==> config.mk <==
export PLATFORM = sky130hd
export DESIGN_NAME = sop_sweep_ctrl
export DESIGN_NICKNAME = d
export VERILOG_FILES = /design/src/rtl/sop_sweep_ctrl_pkg.sv /design/src/rtl/sop_sweep_ctrl_settle_timer.sv /design/src/rtl/sop_sweep_ctrl.sv
export SDC_FILE = /design/constraint.sdc
export NUM_CORES = 1
export LEC_CHECK = 0
export CORE_ASPECT_RATIO = 0.75
export CORE_MARGIN = 2
export CORE_UTILIZATION = 31
export CTS_CLUSTER_DIAMETER = 30
export DETAILED_ROUTE_END_ITERATION = 6
export RECOVER_POWER = 25
export SYNTH_ARGS = -nofsm -noshare
export SYNTH_HDL_FRONTEND = slang
export SYNTH_HIERARCHICAL = 1
export SYNTH_SLANG_ARGS = --single-unit
==> constraint.sdc <==
create_clock -name clk -period 2.7 [get_ports clk]
set_clock_uncertainty 0.2 [all_clocks]
set_input_delay 0.54 -clock clk [delete_from_list [all_inputs] [get_ports clk]]
set_output_delay 0.54 -clock clk [all_outputs]
set_load 0.1 [all_outputs]
==> src/rtl/sop_sweep_ctrl_pkg.sv <==
// rtl/sop_sweep_ctrl_pkg.sv - shared states, widths and golden truth table for the SOP sweep
package sop_sweep_ctrl_pkg;

  localparam int VEC_W = 4;
  localparam int ERR_W = 5;
  localparam int CNT_W = 4;

  localparam logic [VEC_W-1:0] VEC_LAST = '1;

  // Bit i is y = a&~b | c&~d for vector i = {a,b,c,d}
  localparam logic [15:0] SOP_TRUTH_TABLE = 16'h4F44;

  typedef enum logic [1:0] {
    ST_IDLE   = 2'd0,
    ST_SETTLE = 2'd1,
    ST_SAMPLE = 2'd2,
    ST_DONE   = 2'd3
  } sweep_state_e;

endpackage

==> src/rtl/sop_sweep_ctrl_settle_timer.sv <==
// rtl/sop_sweep_ctrl_settle_timer.sv - up/down settle counter with load, clear and terminal count
module sweep_settle_timer
  import sop_sweep_ctrl_pkg::*;
#(
  parameter int W = CNT_W
) (
  input  logic         clk,
  input  logic         rst,
  input  logic         clear_i,
  input  logic         load_i,
  input  logic [W-1:0] load_val_i,
  input  logic         en_i,
  input  logic         down_i,
  input  logic [W-1:0] term_val_i,
  output logic         tc_o
);

  logic [W-1:0] cnt_q, cnt_d;

  // Clear beats load beats count
  always_comb begin
    cnt_d = cnt_q;
    if (clear_i) begin
      cnt_d = '0;
    end else if (load_i) begin
      cnt_d = load_val_i;
    end else if (en_i) begin
      cnt_d = down_i ? (cnt_q - 1'b1) : (cnt_q + 1'b1);
    end
  end

  always_ff @(posedge clk) begin
    if (rst) begin
      cnt_q <= '0;
    end else begin
      cnt_q <= cnt_d;
    end
  end

  assign tc_o = (cnt_q == term_val_i);

endmodule

==> src/rtl/sop_sweep_ctrl.sv <==
// rtl/sop_sweep_ctrl.sv - exhaustive 16-vector sweep of the SOP datapath with golden compare
module sop_sweep_ctrl
  import sop_sweep_ctrl_pkg::*;
#(
  parameter int unsigned SETTLE_CYCLES = 2,
  parameter logic [15:0] TRUTH_TABLE   = SOP_TRUTH_TABLE,
  parameter bit          STOP_ON_FAIL  = 1'b0
) (
  input  logic             clk,
  input  logic             rst,
  input  logic             start,
  input  logic             abort,
  input  logic             y_in,
  output logic             a,
  output logic             b,
  output logic             c,
  output logic             d,
  output logic             busy,
  output logic             done,
  output logic             pass,
  output logic [ERR_W-1:0] err_count,
  output logic [VEC_W-1:0] first_fail_vec,
  output logic             first_fail_valid
);

  localparam logic [CNT_W-1:0] SETTLE_TC = CNT_W'(SETTLE_CYCLES - 1);

  sweep_state_e     state_q, state_d;
  logic [VEC_W-1:0] vec_q, vec_d;
  logic [ERR_W-1:0] err_q, err_d;
  logic [VEC_W-1:0] ffv_q, ffv_d;
  logic             ffval_q, ffval_d;
  logic             pass_q, pass_d;
  logic             mismatch;
  logic             settle_tc;
  logic             settle_clr;
  logic             settle_en;

  assign mismatch   = y_in ^ TRUTH_TABLE[vec_q];
  assign settle_en  = (state_q == ST_SETTLE);
  // Counter sits at zero outside SETTLE so every vector starts a fresh wait
  assign settle_clr = (state_q != ST_SETTLE) | settle_tc | abort;

  sweep_settle_timer #(
    .W (CNT_W)
  ) u_settle (
    .clk        (clk),
    .rst        (rst),
    .clear_i    (settle_clr),
    .load_i     (1'b0),
    .load_val_i ('0),
    .en_i       (settle_en),
    .down_i     (1'b0),
    .term_val_i (SETTLE_TC),
    .tc_o       (settle_tc)
  );

  always_comb begin
    state_d = state_q;
    vec_d   = vec_q;
    err_d   = err_q;
    ffv_d   = ffv_q;
    ffval_d = ffval_q;
    pass_d  = pass_q;

    unique case (state_q)
      ST_IDLE, ST_DONE: begin
        if (start) begin
          state_d = ST_SETTLE;
          vec_d   = '0;
          err_d   = '0;
          ffv_d   = '0;
          ffval_d = 1'b0;
          pass_d  = 1'b0;
        end
      end
      ST_SETTLE: begin
        if (settle_tc) begin
          state_d = ST_SAMPLE;
        end
      end
      ST_SAMPLE: begin
        if (mismatch) begin
          err_d = err_q + 1'b1;
          if (!ffval_q) begin
            ffv_d   = vec_q;
            ffval_d = 1'b1;
          end
        end
        if ((vec_q == VEC_LAST) || (mismatch && STOP_ON_FAIL)) begin
          state_d = ST_DONE;
          pass_d  = (err_d == '0);
        end else begin
          state_d = ST_SETTLE;
          vec_d   = vec_q + 1'b1;
        end
      end
      default: state_d = ST_IDLE;
    endcase

    // Abort overrides everything but leaves the error record for debug
    if (abort) begin
      state_d = ST_IDLE;
      vec_d   = '0;
      pass_d  = 1'b0;
      err_d   = err_q;
      ffv_d   = ffv_q;
      ffval_d = ffval_q;
    end
  end

  always_ff @(posedge clk) begin
    if (rst) begin
      state_q <= ST_IDLE;
      vec_q   <= '0;
      err_q   <= '0;
      ffv_q   <= '0;
      ffval_q <= 1'b0;
      pass_q  <= 1'b0;
    end else begin
      state_q <= state_d;
      vec_q   <= vec_d;
      err_q   <= err_d;
      ffv_q   <= ffv_d;
      ffval_q <= ffval_d;
      pass_q  <= pass_d;
    end
  end

  assign a                = vec_q[3];
  assign b                = vec_q[2];
  assign c                = vec_q[1];
  assign d                = vec_q[0];
  assign busy             = (state_q == ST_SETTLE) || (state_q == ST_SAMPLE);
  assign done             = (state_q == ST_DONE);
  assign pass             = pass_q;
  assign err_count        = err_q;
  assign first_fail_vec   = ffv_q;
  assign first_fail_valid = ffval_q;

endmodule

==> out/results.txt <==
Pwr Total - 0.7234 mW
clock sink count - 22
IO Pins - 22
Worst Setup End Kind - primary output
Layout Utilization - 39.12%
Cell Area, Synth - 1408 sq um
Sw Share - 23.42%
WHS Endpoint - first_fail_vec[1]$_SDFFE_PP0P_
Synth top cells by count - 22 x dfxtp_1, 17 x a21oi_1, 14 x nand2_1
internal power - 0.5540 mW
Worst Reg-to-Reg Cells - 6
GRT busiest layer - met1
mean post-synth cell area - 8.184 sq um
share of layout cells above drive strength 1 - 9.756%
ant diodes - 0
pre-CTS setup slack - 0.2505 ns
hold buffers post-CTS - 0
CP max stage delay - 0.89 ns
PortBufs - 21
wirelength, routed - 3162 um
PwrDens - 419.0 nW/um^2
highest-delay cell along the critical path - clkbuf_1
postcts setup bufs - 0
post-route setup slack - 0.3676 ns
area growth from synthesis to layout - 22.67%
MaxCap Viol Count - 0
Initial Utilization - 31.89%
clock power share - 43.2%
number of nets in the layout - 221
RSZ-0062 raised after global routing - no
Area contributors post-synth - dfxtp_1 31%, ha_1 8.0%, a21oi_1 6.0%
Post-synth ARST share - 0%
GRT met2 Usage - 18.60%
Bufs on Longest Clock Path - 2
wire length per cell - 12.07 um
Placer Congestion - 0.7744
ys flop type - dfxtp_1
Detail Route Antenna Nets - 0
detailed-route via count - 1,303
final hold vios - 0
hold slack - 0.2929 ns
start of the worst register-to-register path - state_q[1]$_SDFFE_PP0P_
Post-synth EDFFs - 0
crit-path max FO - 7
FMAX - 428.7 MHz
kind of critical path - reg2out
root buffer cell - clkbuf_8
fin cells - 262
area occupied by multi-input gates - 937.1 sq um
WP data arrival - 1.59 ns
Slew HR - 22.18%
outcome - completed
post-cts resize count - 0
post-route design area - 1727 sq um
register area - 440.4 sq um
Worst R2R End - u_settle/cnt_q[3]$_SDFFE_PP0P_
fillcell total - 467
Hold Path Depth - 2
die area - 5101 sq um
# setup viols final - 0
Placed Cells - 258
number of buffers created by CTS - 3
row count - 21
post-synth top area cell - dfxtp_1
sequential group share of total power - 45.3%
gr ovfl total - 0
Clock transition at path regs - 0.08 ns
Net Switching - 0.1694 mW
first-pass GRT wire length - 5464 um
crit path buf inv count - 1
Worst Tran Pin Value - 1.172 ns
DR iter-0 viols - 107
#FFs+latches synth - 22
crit path cell chain - clkbuf_1
Tot GR Track Use - 13.47%
hpwl dp - 2437 um
grt met3 use - 3.779%
Mapped Cells - 172
Yosys top cell area share - 31.29%
antenna violations before repair - 0
Worst EP required - 1.96 ns
largest net degree at the start of global routing - 16
Yosys warnings - 6
reg2reg setup slack - 0.56 ns
number of global-route vias before repair - 1,168
count leader, synth - dfxtp_1
crit share post-route - 86.38%
CP startpoint kind - flop
Post-DP Area - 1689 sq um
Placeable Area - 4414 sq um
Die H - 62.36 um
fin. max-slew vios - 0
minimum clock period - 2.332 ns
drt drc - 0
met1 global-route usage - 20.49%
Die Width - 81.81 um
worst vdd ir - 0.0002279 V
CTS tree - yes
htree depth - 1
Pleak - 0.6627 nW
via/cell ratio - 4.973
Critical Path Start - err_count[2]$_SDFFE_PP0P_
worst hold path class - reg2reg
crit-path leading delay family - buffers and inverters
DR pass1 iterations - 4
total negative setup slack - 0 ns
Worst-Skew Late Latency - 0.27 ns
Seq/Total Area, Yosys - 31.29%
Yosys cell types - 46
hold_sp - first_fail_vec[1]$_SDFFE_PP0P_
combinational cell fraction of total power - 11.5%
layer usage:
| metal | vias up | wire, um |
|---|---|---|
| met3 | 2 | 193 |
| li1 | 677 | - |
| met4 | 0 | 18 |
| met5 | - | 0 |
| met1 | 586 | 1659 |
| met2 | 38 | 1291 |
flip-flops by register name (all words and copies together) (netlist names), named ones only:
register	count
err_count	5
first_fail_vec	4
u_settle/cnt_q	4
vec_q	4
state_q	2
first_fail_valid	1
pass	1
worst max-delay path by stage:
stage,cells past startpoint,endpoint,slack [ns]
after global routing,1,err_count[2],0.33
after global placement,5,u_settle/cnt_q[3]$_SDFFE_PP0P_,0.28
after CTS,4,busy,0.52
final,1,err_count[2],0.37
after detailed placement,5,u_settle/cnt_q[3]$_SDFFE_PP0P_,0.25
after floorplan,5,pass$_SDFFE_PP0P_,0.26
layout by cell type, fill, tap and decap left out, types with 2 or more instances in the layout:
| cell type | count |
|---|---|
| clkdlybuf4s50_1 | 4 |
| nand2_1 | 14 |
| a211oi_1 | 4 |
| xor2_1 | 9 |
| or2_1 | 2 |
| xnor2_1 | 2 |
| ha_1 | 9 |
| nand4_1 | 8 |
| nor3b_1 | 2 |
| nand2b_1 | 2 |
| or3_1 | 2 |
| conb_1 | 13 |
| nor3_1 | 4 |
| inv_1 | 10 |
| and3_1 | 2 |
| nand3_1 | 7 |
| buf_4 | 10 |
| a21oi_1 | 17 |
| clkbuf_1 | 9 |
| o21a_1 | 2 |
| nor2b_1 | 5 |
| o21ai_1 | 6 |
| clkbuf_8 | 3 |
| nor2_1 | 8 |
| dfxtp_1 | 22 |
| o21ai_0 | 4 |
| mux2i_1 | 3 |
| o211ai_1 | 2 |
cells by family (layout without fill, tap and decap cells):
group	after synthesis	in the layout	synth area share [%]
buffers and inverters	16	38	5.067
multiplexers	4	4	2.933
XOR/XNOR	11	11	6.845
other	2	13	0.5335
flip-flops	22	22	31.29
adder cells (fa/ha/maj)	10	10	9.422
AND/OR/NAND/NOR	62	62	23.73
AO/OA/AOI/OAI	45	45	20.18
area by class of cell:
cell class | count | area share [%]
multi-input cells | 145 | 54.28
clock buffers | 3 | 2.391
inverters | 10 | 2.174
flip-flops and latches | 22 | 25.51
well taps | 57 | 4.130
repair buffers | 24 | 9.783
clock inverters | 1 | 1.739
power by group through the flow:
stage	registers [mW]	logic, mW	clock network [mW]
floorplan	0.335	0.0576	0
global placement	0.335	0.0824	0
detailed placement	0.335	0.0821	0
CTS	0.328	0.0828	0.320
global route	0.328	0.0947	0.333
finish	0.328	0.0835	0.312
No activity file was read; power rests on OpenSTA's default activity.
